$ cat config.mk
export PLATFORM = sky130hd
export DESIGN_NAME = spi_mult_master_flat
export DESIGN_NICKNAME = d
export VERILOG_FILES = /design/src/rtl/spi_mult_master_if.sv /design/src/rtl/spi_mult_master.sv /design/src/flat_wrapper.sv
export SDC_FILE = /design/constraint.sdc
export NUM_CORES = 1
export LEC_CHECK = 0
export BUFFER_PORTS_ARGS = -buffer_cell sky130_fd_sc_hd__buf_2
export CAP_MARGIN = 40
export CORE_MARGIN = 10
export CORE_UTILIZATION = 35
export CTS_BUF_LIST = sky130_fd_sc_hd__clkbuf_2
export DETAILED_ROUTE_END_ITERATION = 12
export MAX_ROUTING_LAYER = met4
export PLACE_DENSITY = 0.58
export RECOVER_POWER = 50
export REMOVE_ABC_BUFFERS = 1
export SLEW_MARGIN = 20
export SYNTH_ARGS = -nofsm -noshare
export SYNTH_HDL_FRONTEND = slang
export SYNTH_SLANG_ARGS = --single-unit
$ cat constraint.sdc
create_clock -name CLK -period 3.06 [get_ports CLK]
set_input_delay 0.612 -clock CLK [delete_from_list [all_inputs] [get_ports CLK]]
set_output_delay 0.612 -clock CLK [all_outputs]
set_load 0.03 [all_outputs]
$ cat src/rtl/spi_mult_master_if.sv
// Host request/response handshake and SPI pins of spi_mult_master, grouped as one bundle.
interface spi_mult_master_if;
  localparam int unsigned OP_W  = 4;
  localparam int unsigned RES_W = 8;

  logic             start;
  logic [OP_W-1:0]  a;
  logic [OP_W-1:0]  b;
  logic             busy;
  logic             done;
  logic [RES_W-1:0] product;
  logic             SCLK;
  logic             CS;
  logic             MOSI;
  logic             MISO;

  modport master (
    input  start, a, b, MISO,
    output busy, done, product, SCLK, CS, MOSI
  );

  modport slave (
    output start, a, b, MISO,
    input  busy, done, product, SCLK, CS, MOSI
  );
endinterface

$ cat src/rtl/spi_mult_master.sv
// SPI master that ships {a,b} to a multiplier slave, waits GAP SCLK periods,
// then reads back the 8-bit product. All outputs are registered.
module spi_mult_master #(
  parameter int unsigned CLK_DIV = 5,
  parameter int unsigned GAP     = 4
) (
  input  logic              CLK,
  input  logic              RST,
  spi_mult_master_if.master bus
);
  localparam int unsigned DIV_W  = 8;
  localparam int unsigned CNT_W  = 4;
  localparam int unsigned WORD_W = 8;
  localparam int unsigned NBITS  = 8;

  typedef enum logic [2:0] {
    IDLE  = 3'd0,
    SETUP = 3'd1,
    SEND  = 3'd2,
    GAP_W = 3'd3,
    RECV  = 3'd4,
    FIN   = 3'd5
  } state_e;

  state_e            state_q, state_d;
  logic [DIV_W-1:0]  div_q, div_d;
  logic [CNT_W-1:0]  cnt_q, cnt_d;
  logic [WORD_W-1:0] tx_q, tx_d;
  logic [WORD_W-1:0] rx_q, rx_d;
  logic [WORD_W-1:0] product_q, product_d;
  logic              sclk_q, sclk_d;
  logic              cs_q, cs_d;
  logic              mosi_q, mosi_d;
  logic              busy_q, busy_d;
  logic              done_q, done_d;

  logic active_c;
  logic tick_c;
  logic rise_c;
  logic fall_c;

  // Phases end on SCLK falling toggles (whole periods); data moves on rising toggles.
  assign active_c = (state_q == SETUP) || (state_q == SEND) ||
                    (state_q == GAP_W) || (state_q == RECV);
  assign tick_c   = active_c && (div_q == DIV_W'(CLK_DIV - 1));
  assign rise_c   = tick_c && !sclk_q;
  assign fall_c   = tick_c && sclk_q;

  always_ff @(posedge CLK) begin
    if (RST) begin
      state_q   <= IDLE;
      div_q     <= '0;
      cnt_q     <= '0;
      tx_q      <= '0;
      rx_q      <= '0;
      product_q <= '0;
      sclk_q    <= 1'b0;
      cs_q      <= 1'b0;
      mosi_q    <= 1'b0;
      busy_q    <= 1'b0;
      done_q    <= 1'b0;
    end else begin
      state_q   <= state_d;
      div_q     <= div_d;
      cnt_q     <= cnt_d;
      tx_q      <= tx_d;
      rx_q      <= rx_d;
      product_q <= product_d;
      sclk_q    <= sclk_d;
      cs_q      <= cs_d;
      mosi_q    <= mosi_d;
      busy_q    <= busy_d;
      done_q    <= done_d;
    end
  end

  always_comb begin
    state_d   = state_q;
    div_d     = div_q;
    cnt_d     = cnt_q;
    tx_d      = tx_q;
    rx_d      = rx_q;
    product_d = product_q;
    sclk_d    = sclk_q;
    cs_d      = cs_q;
    mosi_d    = mosi_q;
    busy_d    = busy_q;
    done_d    = 1'b0;

    // SCLK divider only runs while a transfer phase is active
    if (active_c) begin
      if (tick_c) begin
        div_d  = '0;
        sclk_d = ~sclk_q;
      end else begin
        div_d  = div_q + DIV_W'(1);
      end
    end else begin
      div_d  = '0;
      sclk_d = 1'b0;
    end

    case (state_q)
      IDLE: begin
        if (bus.start) begin
          tx_d    = {bus.a, bus.b};
          rx_d    = '0;
          cnt_d   = '0;
          div_d   = '0;
          busy_d  = 1'b1;
          cs_d    = 1'b1;
          mosi_d  = 1'b0;
          state_d = SETUP;
        end
      end

      SETUP: begin
        if (fall_c) begin
          cnt_d   = '0;
          state_d = SEND;
        end
      end

      SEND: begin
        if (rise_c) begin
          mosi_d = tx_q[WORD_W-1];
          tx_d   = {tx_q[WORD_W-2:0], 1'b0};
          cnt_d  = cnt_q + CNT_W'(1);
        end else if (fall_c && (cnt_q == CNT_W'(NBITS))) begin
          cnt_d   = '0;
          state_d = GAP_W;
        end
      end

      // Last data bit stays on MOSI until the first rising toggle of the gap
      GAP_W: begin
        if (rise_c) begin
          mosi_d = 1'b0;
        end else if (fall_c) begin
          if (cnt_q == CNT_W'(GAP - 1)) begin
            cnt_d   = '0;
            state_d = RECV;
          end else begin
            cnt_d = cnt_q + CNT_W'(1);
          end
        end
      end

      RECV: begin
        if (rise_c) begin
          rx_d  = {rx_q[WORD_W-2:0], bus.MISO};
          cnt_d = cnt_q + CNT_W'(1);
        end else if (fall_c && (cnt_q == CNT_W'(NBITS))) begin
          product_d = rx_q;
          done_d    = 1'b1;
          busy_d    = 1'b0;
          cs_d      = 1'b0;
          sclk_d    = 1'b0;
          div_d     = '0;
          cnt_d     = '0;
          state_d   = FIN;
        end
      end

      FIN: begin
        state_d = IDLE;
      end

      default: begin
        state_d = IDLE;
      end
    endcase
  end

  assign bus.busy    = busy_q;
  assign bus.done    = done_q;
  assign bus.product = product_q;
  assign bus.SCLK    = sclk_q;
  assign bus.CS      = cs_q;
  assign bus.MOSI    = mosi_q;
endmodule

$ cat src/flat_wrapper.sv
// flat-port wrapper written by rule: the top's interface ports become plain ports
module spi_mult_master_flat 
#(
  parameter int unsigned CLK_DIV = 5,
  parameter int unsigned GAP     = 4
)
  (CLK, RST, bus_start, bus_a, bus_b, bus_MISO, bus_busy, bus_done, bus_product, bus_SCLK, bus_CS, bus_MOSI);
  spi_mult_master_if bus_i ();
  input  logic CLK;
  input  logic RST;
  input wire logic [$bits(bus_i.start)-1:0] bus_start;
  input wire logic [$bits(bus_i.a)-1:0] bus_a;
  input wire logic [$bits(bus_i.b)-1:0] bus_b;
  input wire logic [$bits(bus_i.MISO)-1:0] bus_MISO;
  output wire logic [$bits(bus_i.busy)-1:0] bus_busy;
  output wire logic [$bits(bus_i.done)-1:0] bus_done;
  output wire logic [$bits(bus_i.product)-1:0] bus_product;
  output wire logic [$bits(bus_i.SCLK)-1:0] bus_SCLK;
  output wire logic [$bits(bus_i.CS)-1:0] bus_CS;
  output wire logic [$bits(bus_i.MOSI)-1:0] bus_MOSI;
  assign bus_i.start = bus_start;
  assign bus_i.a = bus_a;
  assign bus_i.b = bus_b;
  assign bus_i.MISO = bus_MISO;
  assign bus_busy = bus_i.busy;
  assign bus_done = bus_i.done;
  assign bus_product = bus_i.product;
  assign bus_SCLK = bus_i.SCLK;
  assign bus_CS = bus_i.CS;
  assign bus_MOSI = bus_i.MOSI;
  spi_mult_master #(.CLK_DIV(CLK_DIV), .GAP(GAP)) u_core (.CLK(CLK), .RST(RST), .bus(bus_i));
endmodule
### Word level (Yosys, flattened, before mapping)

Index checks and enable logic that the tools add are counted.

| word-level totals | value |
|---|---|
| bits in registers | 43 |
| bits in latches | 0 |
| bits in writable memories | 0 |
| ROM bits | 0 |
| bits of input ports | 12 |
| word-level logic and storage cells | 101 |
| memories kept | 0 |

| operators by class | value |
|---|---|
| $add $sub $neg | 2 |
| $mul | 0 |
| div/mod/pow operators | 0 |
| magnitude comparators | 0 |
| equality and inequality tests | 20 |
| shifts and indexed selects | 0 |
| multiplexer cells | 44 |
| bitwise logic cells | 3 |
| reductions and logical operators | 22 |

Operator list:

| cell | count |
|---|---|
| 8-bit two-way mux | 9 |
| 8-bit one-hot mux with 2 select lines | 3 |
| 4-bit two-way mux | 7 |
| 3-bit two-way mux | 9 |
| 4-bit one-hot mux with 4 select lines | 1 |
| 3-bit one-hot mux with 5 select lines | 1 |
| 2-bit inequality test, second input constant | 7 |
| 1-bit two-way mux | 12 |
| 2-bit by 1-bit inequality test with 1-bit output, second input constant | 5 |
| 3-bit AND reduction | 3 |
| 9-bit AND reduction | 1 |
| 8-bit by 1-bit adder with 8-bit output, second input constant | 1 |
| 8-bit by 3-bit equality test with 1-bit output, second input constant | 1 |
| 4-bit AND reduction | 2 |
| 3-bit by 2-bit equality test with 1-bit output, second input constant | 2 |
| 6-bit AND reduction | 1 |
| 4-bit by 1-bit adder with 4-bit output, second input constant | 1 |
| 4-bit by 2-bit equality test with 1-bit output, second input constant | 1 |
| 4-bit equality test, second input constant | 1 |
| 1-bit logical AND | 4 |
| 2-bit nonzero test | 2 |
| 4-bit nonzero test | 1 |
| 3-bit by 1-bit equality test with 1-bit output, second input constant | 1 |
| 3-bit equality test, second input constant | 1 |
| other kinds (10) | 14 |

### Depth between registers and ports, before layout

Gate-level depths: netlist of run 1.

| depth | value |
|---|---|
| depth after elaboration | 10 |
| mapped depth | 10 |
| mapped depth without buffers | 10 |

### Least setup slack after synthesis of run 1

No wires, ideal clock.

| path | value |
|---|---|
| path kind | register -> register |
| from | register u_core.state_q[2] |
| to | register u_core.div_q[2] |
| setup time | 137 ps |
| arrival | 2,464 ps |
| required time | 2,923 ps |
| setup slack | 459 ps |
| cell stages (with the launch flop) | 10 |
| period minus slack after synthesis | 2,601 ps |
| cell sequence | dfxtp_1 > buf_2 > nor3b_1 > clkbuf_1 > o21ba_2 > ha_1 > nand4b_1 > o21a_1 > o2111ai_1 > nor2_1 |

| between the ends | value |
|---|---|
| cells in the longest elaborated chain, start to end | 10 |

RTL lines:

| element | line | RTL |
|---|---|---|
| from (decl) | spi_mult_master.sv:25 | `state_e state_q, state_d;` |
| from (signal assigned) | spi_mult_master.sv:63 | `state_q <= state_d;` |
| 3-bit by 1-bit equality test with 1-bit output or 3-bit by 2-bit equality test with 1-bit output (tied branches) | spi_mult_master.sv:43 | `assign active_c = (state_q == SETUP) \|\| (state_q == SEND) \|\|` |
| 1-bit logical OR (2 in a row) | spi_mult_master.sv:43 |  |
| 1-bit logical OR | spi_mult_master.sv:44 | `(state_q == GAP_W) \|\| (state_q == RECV);` |
| 1-bit logical AND | spi_mult_master.sv:45 | `assign tick_c = active_c && (div_q == DIV_W'(CLK_DIV - 1));` |
| 8-bit two-way mux or 1-bit logical AND (tied branches) | spi_mult_master.sv:92, spi_mult_master.sv:47 |  |
| 8-bit two-way mux or 1-bit logical AND (tied branches) | spi_mult_master.sv:91, spi_mult_master.sv:153 |  |
| 8-bit two-way mux | spi_mult_master.sv:153 | `end else if (fall_c && (cnt_q == CNT_W'(NBITS))) begin` |
| 8-bit two-way mux | spi_mult_master.sv:150 | `if (rise_c) begin` |
| 8-bit one-hot mux with 2 select lines * | spi_mult_master.sv:103 | `case (state_q)` |
| to (signal assigned) | spi_mult_master.sv:64 | `div_q <= div_d;` |
| to (decl) | spi_mult_master.sv:26 | `logic [DIV_W-1:0] div_q, div_d;` |

Every way passes the cells marked *; elsewhere a longest branch is shown, timed or not.
A chain may end at the register's enable or synchronous reset.

### Final worst setup path of run 1

| path | value |
|---|---|
| from | register u_core.div_q[0] |
| to | register u_core.state_q[0] |

| between the ends | value |
|---|---|
| cells in the longest elaborated chain, start to end | 6 |

RTL lines:

| element | line | RTL |
|---|---|---|
| 8-bit by 3-bit equality test with 1-bit output * | spi_mult_master.sv:45 |  |
| 1-bit logical AND * | spi_mult_master.sv:45 |  |
| 1-bit logical AND | spi_mult_master.sv:47 | `assign fall_c = tick_c && sclk_q;` |
| 1-bit logical AND | spi_mult_master.sv:129, spi_mult_master.sv:153 |  |
| 2-bit inequality test (no line) | n/a |  |
| 9-bit AND reduction (no line) * | n/a |  |

Marks and branches as above.

==> run_results.csv, run 1 <==
group,metric,value,unit
clock_tree,clkSlewWorstSetupHoldPaths,0.23,ns
route,finalWirelength,4330,um
worst_setup_path,r2r_cells,10,
route,avgRoutedWirePerCell,13.1,um
pwr,p_leak,0.843,nW
clock_tree,cts.sink_count,43,
clock_tree,postCtsHoldBufs,0,
clock_tree,cts.repair_timing.setup_buffer_count,0,
floorplanning,die_ar,0.00945,mm^2
min_path,worstHoldPathType,"in -> reg",
layout,final-seq-area,861,um^2
layout,post_layout_nonfiller_instances,330,
worst_setup_path,cp_cell_sequence,"inv_1 -> ha_1 -> nor4b_1 -> nand2_1 -> o21ba_2 -> ha_1 -> nand4b_1 -> nor2_1 -> or4b_1 -> a41oi_1",
route,num_vias,1690,
clock_tree,cts_tree,"yes",
yosys,postSynth.asyncResetShare,0,
yosys,post_synth_inst_count,232,
worst_setup_path,worst-setup-path-type,"reg -> reg",
timing,fmax,0.370,GHz
yosys,postSynth.topFlopCell,"dfxtp_1",
yosys,synth.yosys.warnings,0,
yosys,synth_enable_flop_cells,0,
floorplanning,io_pins,25,
worst_setup_path,reg2reg_slack,0.35,ns
min_path,hp-start,"bus_MISO",
placed_design,detailedPlacementHpwl,3190,um
yosys,seq_area_frac_synth,0.412,
worst_setup_path,critical_path.endpoint_type,"flip-flop",
global_routing,grt_start_max_net_pins,25,
yosys,postSynthRegisterBits,43,
timing,final.setup.tns,0,ns
yosys,synth_cell_types,45,
route,number_of_nets_with_antenna_violations_after_detailed_routing,0,
timing,post-route-period-util,0.884,
timing,pins_over_slew_limit,0,
global_routing,grt_overflow,0,
pwr,power_density,425,mW/mm^2
timing,tightestPinTransition,0.581,ns
worst_setup_path,start_kind,"flip-flop",
timing,finalHoldViolCount,0,
route,vias_per_cell,5.12,
worst_setup_path,reg2reg_launch_point,"u_core.div_q[0]",
layout,fillCellCount,580,
worst_setup_path,cp_data_required_time,3.41,ns
min_path,holdPathStages,3,
global_routing,grt_pass1_vias,1627,
pwr,ir_worst_vdd,0.153,mV
yosys,netlist.area_leader.share,0.412,
global_routing,grt_first_pass_wirelength,7580,um
route,dr.pass1.iters,4,
flow_run,max-cap-violations,0,
global_routing,grt_antenna_before_repair,0,
timing,final.min_clock_period,2.71,ns
worst_setup_path,regToRegEndpoint,"u_core.state_q[0]",
outcome,run_status,"finished, final reports clean",
global_routing,grt_util_all_layers,0.0952,
layout,finalNetCount,273,
floorplanning,placement_rows,28,
min_path,worst_hold_path.endpoint,"u_core.rx_q[0]",
timing,finalSetupViolCount,0,
clock_tree,postCtsResizedCells,0,
timing,grt_setup_unrepaired,"false",
clock_tree,clk_path_buf_depth,2,
yosys,post_synth_instance_area,0.00209,mm^2
floorplanning,initial_core_util,0.357,
worst_setup_path,critPathLaunch,"u_core.div_q[0]",
worst_setup_path,biggest_fanout_along_the_worst_timing_path,6,
worst_setup_path,critical_path.max_stage_delay,0.46,ns
yosys,synthesis.area_per_instance,9.00,um^2
worst_setup_path,cp_slowest_cell,"or4b_1",
floorplanning,die_width,97.2,um
yosys,ys_top_cells_by_area,"dfxtp_1, mux2i_1, nor2_1, ha_1, a21oi_1",
timing,timing.hold.ws,0.450,ns
clock_tree,number_of_buffers_added_by_the_clock_tree_synthesis_step,5,
placed_design,dp.cells,322,
placed_design,port-buffer-count,24,
worst_setup_path,worstPathArrival,3.05,ns
route,detail_route.iter0.violations,119,
clock_tree,clock_latency,0.41,ns
layout,final_layout_size_suffix_gt1_frac,0.125,
clock_tree,cts_root_buf,"clkbuf_2",
floorplanning,core_area,0.00585,mm^2
timing,worst_relative_slew_slack,0.613,
placed_design,gp_congestion,0.818,
yosys,netlist.top_cell.by_area,"dfxtp_1",
timing,worst_clock_skew_on_the_final_layout,0.0247,ns
route,drc_errors,0,
layout,multi_input_area,0.00111,mm^2
clock_tree,h-tree-depth,2,
worst_setup_path,path_common_cell,"ha_1",
layout,area_delta_synth_final,11.3,%
floorplanning,die_height,97.2,um
layout,antenna-diode-count,0,
power breakdown:
part            total, W  switching [W]  internal (W)  leakage [nW]
Sequential      0.000581     0.00000764      0.000574         0.349
Clock           0.000330       0.000191      0.000139        0.0429
Combinational  0.0000776      0.0000483     0.0000292         0.452
Total           0.000989       0.000247      0.000741         0.843
layout make-up:
class	count	share of cell area
clock inverters	3	0.0188
flip-flops and latches	43	0.370
inverters	10	0.0162
well taps	75	0.0404
clock buffers	5	0.0108
multi-input cells	163	0.478
repair buffers	31	0.0657
routing by layer:
layer,vias to the layer above,global-route usage,share of wire
li1,876,-,-
met1,772,0.116,0.49
met2,36,0.146,0.46
met3,6,0.0235,0.037
met4,0,0.0403,0.015
met5,-,-,0
cells by family after synthesis:
logic type,after synthesis,synth area share
AND/OR/NAND/NOR,81,0.204
AO/OA/AOI/OAI,51,0.172
buffers and inverters,26,0.0588
adder cells (fa/ha/maj),7,0.0420
flip-flops,43,0.412
XOR/XNOR,7,0.0294
multiplexers,17,0.0815
registers in the layout, indices dropped and copies added (netlist names):
register,count
u_core.state_q,3
u_core.bus.SCLK,1
u_core.rx_q,8
u_core.tx_q,8
u_core.bus.busy,1
u_core.bus.product,8
u_core.div_q,8
u_core.bus.MOSI,1
u_core.bus.done,1
u_core.cnt_q,4
worst max-delay path: cells and delay by family (launching register included):
family	cells	cell delay [ns]
AOI/OAI and AO/OA	2	0.49
adders and majority gates	2	0.36
buffers and inverters	1	0.07
DFF	1	0.40
and+or+nand+nor	5	1.36
per-stage QoR:
step | setup WS (ns) | total power (W) | utilization | area (um^2)
after floorplan | 0.195 | 0.000636 | - | 2000
after global placement | 0.540 | 0.000671 | 0.389 | 2270
after detailed placement | 0.374 | 0.000670 | 0.389 | 2270
after CTS | 0.358 | 0.00100 | 0.401 | 2340
after global routing | 0.00917 | 0.00104 | 0.397 | 2320
final | 0.354 | 0.000989 | 0.397 | 2320
how the worst max path moves through the flow:
| stage | endpoint |
|---|---|
| detailed placement | u_core.bus.product[1] |
| finish | u_core.state_q[0] |
| global route | u_core.state_q[0] |
| global placement | u_core.bus.product[1] |
| CTS | u_core.bus.product[1] |
| floorplan | u_core.cnt_q[2] |
placed cells by master, fill, tap and decap left out, types with 3 or more instances in the layout:
master    synthesis  layout
dfxtp_1          43      43
nor2_1           32      32
nand2_1          17      17
mux2i_1          17      17
a21oi_1          14      14
clkbuf_1          8      14
buf_2             5      11
inv_1            10      10
a211oi_1          9       9
o211ai_1          8       8
ha_1              7       7
nand3_1           6       6
buf_4             1       6
nor3b_1           5       5
xor2_1            5       5
clkbuf_2          0       5
and3_1            3       3
synth_stat cells, types with 2 or more instances:
| master | n |
|---|---|
| o2111ai_1 | 2 |
| nand2_1 | 17 |
| mux2i_1 | 17 |
| nand3b_1 | 2 |
| xnor2_1 | 2 |
| or3b_2 | 2 |
| dfxtp_1 | 43 |
| o211ai_1 | 8 |
| o32ai_1 | 2 |
| buf_6 | 2 |
| a22oi_1 | 2 |
| nor4b_1 | 2 |
| or3b_1 | 2 |
| nor3b_1 | 5 |
| nand3_1 | 6 |
| or4b_1 | 2 |
| a211oi_1 | 9 |
| a21oi_1 | 14 |
| o31ai_1 | 2 |
| o21ai_0 | 2 |
| clkbuf_1 | 8 |
| inv_1 | 10 |
| ha_1 | 7 |
| buf_2 | 5 |
| nor2_1 | 32 |
| or2_2 | 2 |
| and3_1 | 3 |
| xor2_1 | 5 |
(Power assumes the default switching activity.)
==> run 2, diff against run 1 <==
--- a/config.mk
+++ b/config.mk
@@ -8,11 +8,11 @@
 export BUFFER_PORTS_ARGS = -buffer_cell sky130_fd_sc_hd__buf_2
 export CAP_MARGIN = 40
 export CORE_MARGIN = 10
-export CORE_UTILIZATION = 35
+export CORE_UTILIZATION = 46
 export CTS_BUF_LIST = sky130_fd_sc_hd__clkbuf_2
 export DETAILED_ROUTE_END_ITERATION = 12
 export MAX_ROUTING_LAYER = met4
-export PLACE_DENSITY = 0.58
+export PLACE_DENSITY = 0.65
 export RECOVER_POWER = 50
 export REMOVE_ABC_BUFFERS = 1
 export SLEW_MARGIN = 20
==> constraint.sdc (replaced) <==
create_clock -name CLK -period 3.2 [get_ports CLK]
set_input_delay 0.64 -clock CLK [delete_from_list [all_inputs] [get_ports CLK]]
set_output_delay 0.64 -clock CLK [all_outputs]
set_load 0.03 [all_outputs]
==> run 2 against run 1 <==
Effect of this change: sequential share of layout area rose by 0.73 points; core utilization rose by 12 points; via count fell by 1.5%; clock skew fell by 0.0095 ns.
==> run_results.csv, run 2 (synthesis results as in run 1) <==
group,metric,value,unit
global_routing,grt_antenna_before_repair,0,
layout,fillCellCount,426,
floorplanning,io_pins,25,
min_path,worstHoldPathType,"reg -> reg",
route,routedLengthMet1,2070,um
clock_tree,clock_latency,0.41,ns
timing,grt_setup_unrepaired,"false",
global_routing,grt_start_max_net_pins,19,
layout,area_delta_synth_final,9.17,%
global_routing,grt_first_pass_wirelength,7110,um
placed_design,detailedPlacementHpwl,3040,um
placed_design,placement.cell_area,0.00224,mm^2
clock_tree,cts.sink_count,43,
floorplanning,core_area,0.00438,mm^2
pwr,ir_worst_vdd,0.224,mV
route,detailroute.wirelength.met3,211,um
route,number_of_nets_with_antenna_violations_after_detailed_routing,0,
worst_setup_path,biggest_fanout_along_the_worst_timing_path,8,
worst_setup_path,timing.critical_path.buf_inv,1,
worst_setup_path,worst-setup-path-type,"reg -> reg",
worst_setup_path,path_delay_family,"compound AO/OA/AOI/OAI gates",
floorplanning,die_width,87.4,um
timing,finalSetupViolCount,0,
worst_setup_path,cp_data_required_time,3.50,ns
worst_setup_path,worstPathArrival,3.10,ns
route,top_layer,"met4",
route,vias_per_cell,5.46,
layout,final-seq-area,861,um^2
floorplanning,die_ar,0.00763,mm^2
pwr,post-layout-total-power,0.000935,W
clock_tree,number_of_buffers_added_by_the_clock_tree_synthesis_step,5,
layout,antenna-diode-count,0,
timing,post-route-period-util,0.876,
pwr,p_leak,0.848,nW
route,finalWirelength,4210,um
floorplanning,placement_rows,24,
worst_setup_path,r2r_cells,10,
route,wl_met2,1870,um
route,avgRoutedWirePerCell,13.8,um
placed_design,port-buffer-count,24,
clock_tree,postCtsResizedCells,0,
route,drc_errors,0,
clock_tree,clk_path_buf_depth,2,
clock_tree,cts_root_buf,"clkbuf_2",
global_routing,grt_util_all_layers,0.118,
timing,fmax,0.357,GHz
timing,pins_over_slew_limit,0,
placed_design,gp_congestion,0.868,
floorplanning,initial_core_util,0.476,
flow_run,max-cap-violations,0,
worst_setup_path,cp_slowest_cell,"o2111ai_1",
placed_design,preCtsSetupSlack,0.424,ns
layout,multi_input_area,0.00111,mm^2
worst_setup_path,path_common_cell,"ha_1",
worst_setup_path,start_kind,"flip-flop",
route,dr.pass1.iters,5,
layout,final_common_cell,"dfxtp_1",
timing,worst_relative_slew_slack,0.570,
timing,final.setup.tns,0,ns
layout,most_frequent_cells_in_the_layout,"dfxtp_1, nor2_1, nand2_1, mux2i_1",
timing,final.min_clock_period,2.80,ns
worst_setup_path,cp_depth,10,
timing,tightestPinTransition,0.644,ns
min_path,holdPathStages,2,
clock_tree,clkSlewWorstSetupHoldPaths,0.21,ns
layout,design_area,0.00228,mm^2
clock_tree,cts.repair_timing.setup_buffer_count,0,
global_routing,grt_pass1_vias,1481,
layout,final_layout_size_suffix_gt1_frac,0.115,
global_routing,grt_overflow,0,
pwr,power_density,410,mW/mm^2
worst_setup_path,critical_path.endpoint_type,"flip-flop",
worst_setup_path,critical_path.max_stage_delay,0.54,ns
timing,finalHoldViolCount,0,
route,detail_route.iter0.violations,153,
timing,worst_clock_skew_on_the_final_layout,0.0151,ns
layout,finalNetCount,272,
clock_tree,postCtsHoldBufs,0,
clock_tree,cts_tree,"yes",
clock_tree,h-tree-depth,2,
floorplanning,die_height,87.4,um
outcome,run_status,"finished, final reports clean",
worst_setup_path,cp_cell_sequence,"inv_1 -> ha_1 -> nor4b_1 -> nand2_1 -> o21ba_1 -> ha_1 -> nand4b_1 -> o21a_1 -> o2111ai_1 -> nor2_1",
timing,setup_ws,0.398,ns
route,num_vias,1664,
run 2: cell types whose count changed in the layout (fill, tap and decap cells not counted):
cell      previous run  this run
buf_4                6         5
clkbuf_2             5         6
clkinv_2             1         0
clkinv_4             1         0
o21ba_1              0         1
o21ba_2              1         0
run 2: layout make-up:
cell class	count	share of cell area
multi-input cells	163	0.487
inverters	10	0.0165
flip-flops and latches	43	0.378
well taps	52	0.0286
clock buffers	6	0.0132
repair buffers	30	0.0637
clock inverters	1	0.0132
run 2: power by group:
group | switching [W] | total, W | internal, W
logic | 0.0000457 | 0.0000729 | 0.0000272
registers | 0.00000686 | 0.000555 | 0.000548
clock network | 0.000175 | 0.000307 | 0.000132
run 2: worst paths after layout:
check | slack (ns) | startpoint | endpoint
worst max register to register | 0.40 | u_core.div_q[0] | u_core.div_q[4]
worst min-delay path | 0.47 | u_core.rx_q[7] | u_core.rx_q[7]
worst min register to register | 0.47 | u_core.rx_q[7] | u_core.rx_q[7]
worst max-delay path | 0.40 | u_core.div_q[0] | u_core.div_q[4]
run 2: per-stage QoR:
| step | instances | hold WS [ns] | utilization |
|---|---|---|---|
| after floorplan | 216 | 0.425 | - |
| after global placement | 298 | 0.445 | 0.511 |
| after detailed placement | 298 | 0.447 | 0.511 |
| after CTS | 305 | 0.447 | 0.524 |
| after global routing | 305 | 0.439 | 0.520 |
| final | 305 | 0.470 | 0.520 |
run 2: routing by layer:
metal  GRT usage  up-vias
met1       0.149      760
met5           -        -
met2       0.166       22
li1            -      876
met4      0.0420        0
met3      0.0449        6
run 2: tightest hold or removal path, cell delays in order (launching register included):
cell	delay (ns)
dfxtp_1	0.36
nand2_1	0.05
a21oi_1	0.05
==> run 3, diff against run 2 <==
==> constraint.sdc (replaced) <==
create_clock -name CLK -period 3.3 [get_ports CLK]
set_input_delay 0.66 -clock CLK [delete_from_list [all_inputs] [get_ports CLK]]
set_output_delay 0.66 -clock CLK [all_outputs]
set_load 0.03 [all_outputs]
==> run 3 against run 2 <==
Effect of this change: non-clock buffer count down 1; largest power group unchanged; combinational power fell by 10%; die area stayed put; critical path depth stayed put.
==> run_results.csv, run 3 (synthesis results as in run 1) <==
group,metric,value,unit
placed_design,placement.cell_area,0.00223,mm^2
pwr,switching_share,0.249,
floorplanning,die_width,87.4,um
layout,design_area,0.00228,mm^2
timing,finalSetupViolCount,0,
clock_tree,clock_latency,0.40,ns
layout,area_delta_synth_final,9.23,%
pwr,power_density,400,mW/mm^2
route,finalWirelength,4330,um
layout,layout.core_utilization,0.520,
route,num_vias,1627,
clock_tree,postCtsHoldBufs,0,
clock_tree,cts.sink_count,43,
worst_setup_path,cp_cell_sequence,"inv_1 -> ha_1 -> nor4b_1 -> nand2_1 -> o21ba_1 -> ha_1 -> nand4b_1 -> o21a_1 -> o2111ai_1 -> nor2_1",
worst_setup_path,start_kind,"flip-flop",
placed_design,port-buffer-count,24,
pwr,psw,0.000227,W
pwr,p_leak,0.847,nW
placed_design,dp.cells,297,
min_path,worstHoldPathType,"reg -> reg",
route,drc_errors,0,
pwr,internal_power,0.000685,W
pwr,clockPowerShare,0.333,
worst_setup_path,cp_depth,10,
worst_setup_path,critPathLaunch,"u_core.div_q[0]",
worst_setup_path,timing.critical_path.buf_inv,1,
floorplanning,core_area,0.00438,mm^2
global_routing,grt_first_pass_wirelength,7670,um
global_routing,grt_util_all_layers,0.125,
global_routing,grt_pass1_vias,1631,
layout,antenna-diode-count,0,
route,dr.pass1.iters,4,
worst_setup_path,worst-setup-path-type,"reg -> reg",
clock_tree,cts.repair_timing.setup_buffer_count,0,
clock_tree,h-tree-depth,2,
route,vias_per_cell,5.33,
layout,finalNetCount,271,
floorplanning,initial_core_util,0.476,
min_path,hp-start,"u_core.rx_q[7]",
clock_tree,cts_root_buf,"clkbuf_2",
pwr,share_of_power_burned_in_registers,0.595,
timing,grt_setup_unrepaired,"false",
worst_setup_path,worstPathArrival,3.10,ns
layout,most_frequent_cells_in_the_layout,"dfxtp_1, nor2_1, nand2_1, mux2i_1",
timing,final.min_clock_period,2.82,ns
min_path,holdPathStages,2,
floorplanning,die_ar,0.00763,mm^2
worst_setup_path,biggest_fanout_along_the_worst_timing_path,8,
clock_tree,clk_path_buf_depth,2,
global_routing,grt_antenna_before_repair,0,
pwr,share_comb_of_total_power,0.072,
timing,finalHoldViolCount,0,
worst_setup_path,critical_path.endpoint_type,"flip-flop",
worst_setup_path,critical_path.max_stage_delay,0.53,ns
floorplanning,io_pins,25,
layout,post_layout_nonfiller_instances,305,
worst_setup_path,path_delay_family,"compound AO/OA/AOI/OAI gates",
layout,final_layout_size_suffix_gt1_frac,0.115,
timing,tightestPinTransition,0.635,ns
floorplanning,placement_rows,24,
timing,fmax,0.354,GHz
route,detail_route.iter0.violations,105,
pwr,ir_worst_vdd,0.290,mV
route,number_of_nets_with_antenna_violations_after_detailed_routing,0,
global_routing,grt_start_max_net_pins,25,
placed_design,gp_congestion,0.918,
global_routing,grt_overflow,0,
placed_design,detailedPlacementHpwl,3120,um
floorplanning,die_height,87.4,um
timing,final.setup.tns,0,ns
flow_run,max-cap-violations,0,
timing,post-route-period-util,0.855,
timing,pins_over_slew_limit,0,
clock_tree,clkSlewWorstSetupHoldPaths,0.24,ns
outcome,run_status,"finished, final reports clean",
layout,final_common_cell,"dfxtp_1",
clock_tree,number_of_buffers_added_by_the_clock_tree_synthesis_step,5,
worst_setup_path,cp_data_required_time,3.58,ns
route,avgRoutedWirePerCell,14.2,um
clock_tree,postCtsResizedCells,0,
timing,worst_clock_skew_on_the_final_layout,0.0269,ns
worst_setup_path,path_common_cell,"ha_1",
worst_setup_path,cp_slowest_cell,"o2111ai_1",
worst_setup_path,reg2reg_launch_point,"u_core.div_q[0]",
clock_tree,cts_tree,"yes",
worst_setup_path,r2r_cells,10,
timing,worst_relative_slew_slack,0.576,
## run 3: changes by cell type in the layout (fill, tap and decap cells not counted), sizes merged
cell,previous run,this run
clkbuf,20,19
clkinv,0,2
buf,16,15
## run 3: power by group through the flow
stage	clock (W)	combinational, W	sequential (W)
5_1_grt	0.000340	0.0000749	0.000546
2_1_floorplan	0	0.0000357	0.000554
6_report	0.000304	0.0000655	0.000542
3_5_place_dp	0	0.0000662	0.000552
4_1_cts	0.000319	0.0000665	0.000542
3_3_place_gp	0	0.0000659	0.000552
## run 3: worst register-to-register path: cells and delay by family, from the launching register on
kind	cells	cell delay [ns]
AO/OA/AOI/OAI	3	1.10
AND/OR/NAND/NOR	4	0.78
flip-flops	1	0.40
adder cells (fa/ha/maj)	2	0.36
buffers and inverters	1	0.07
## run 3: per-layer routing
metal,up-vias,track usage,share of wire
met5,-,-,0
met4,0,0.0348,0.0076
met3,4,0.0318,0.042
met2,18,0.196,0.46
met1,737,0.154,0.49
li1,868,-,-
## run 3: path summary, 6_finish.rpt
kind                                        end  slack, ns
worst max-delay path            u_core.div_q[6]       0.48
worst min-delay path             u_core.rx_q[7]       0.47
worst max register to register  u_core.div_q[6]       0.48
worst min register to register   u_core.rx_q[7]       0.47
## run 3: per-stage QoR
step                hold WS [ns]  power [W]  setup WS, ns
floorplan                  0.425   0.000590         0.435
global placement           0.444   0.000618         0.631
detailed placement         0.447   0.000619         0.507
CTS                        0.473   0.000927         0.465
global route               0.479   0.000960        0.0856
finish                     0.471   0.000912         0.478
## run 3: area by class of cell
class                      count  area, um^2
clock buffer                   5        25.0
tap                           52        65.1
clock inverter                 3        43.8
sequential                    43         861
multi-input combinational    163        1110
inverter                      10        37.5
timing repair buffer          29         138
fill                         442        2100
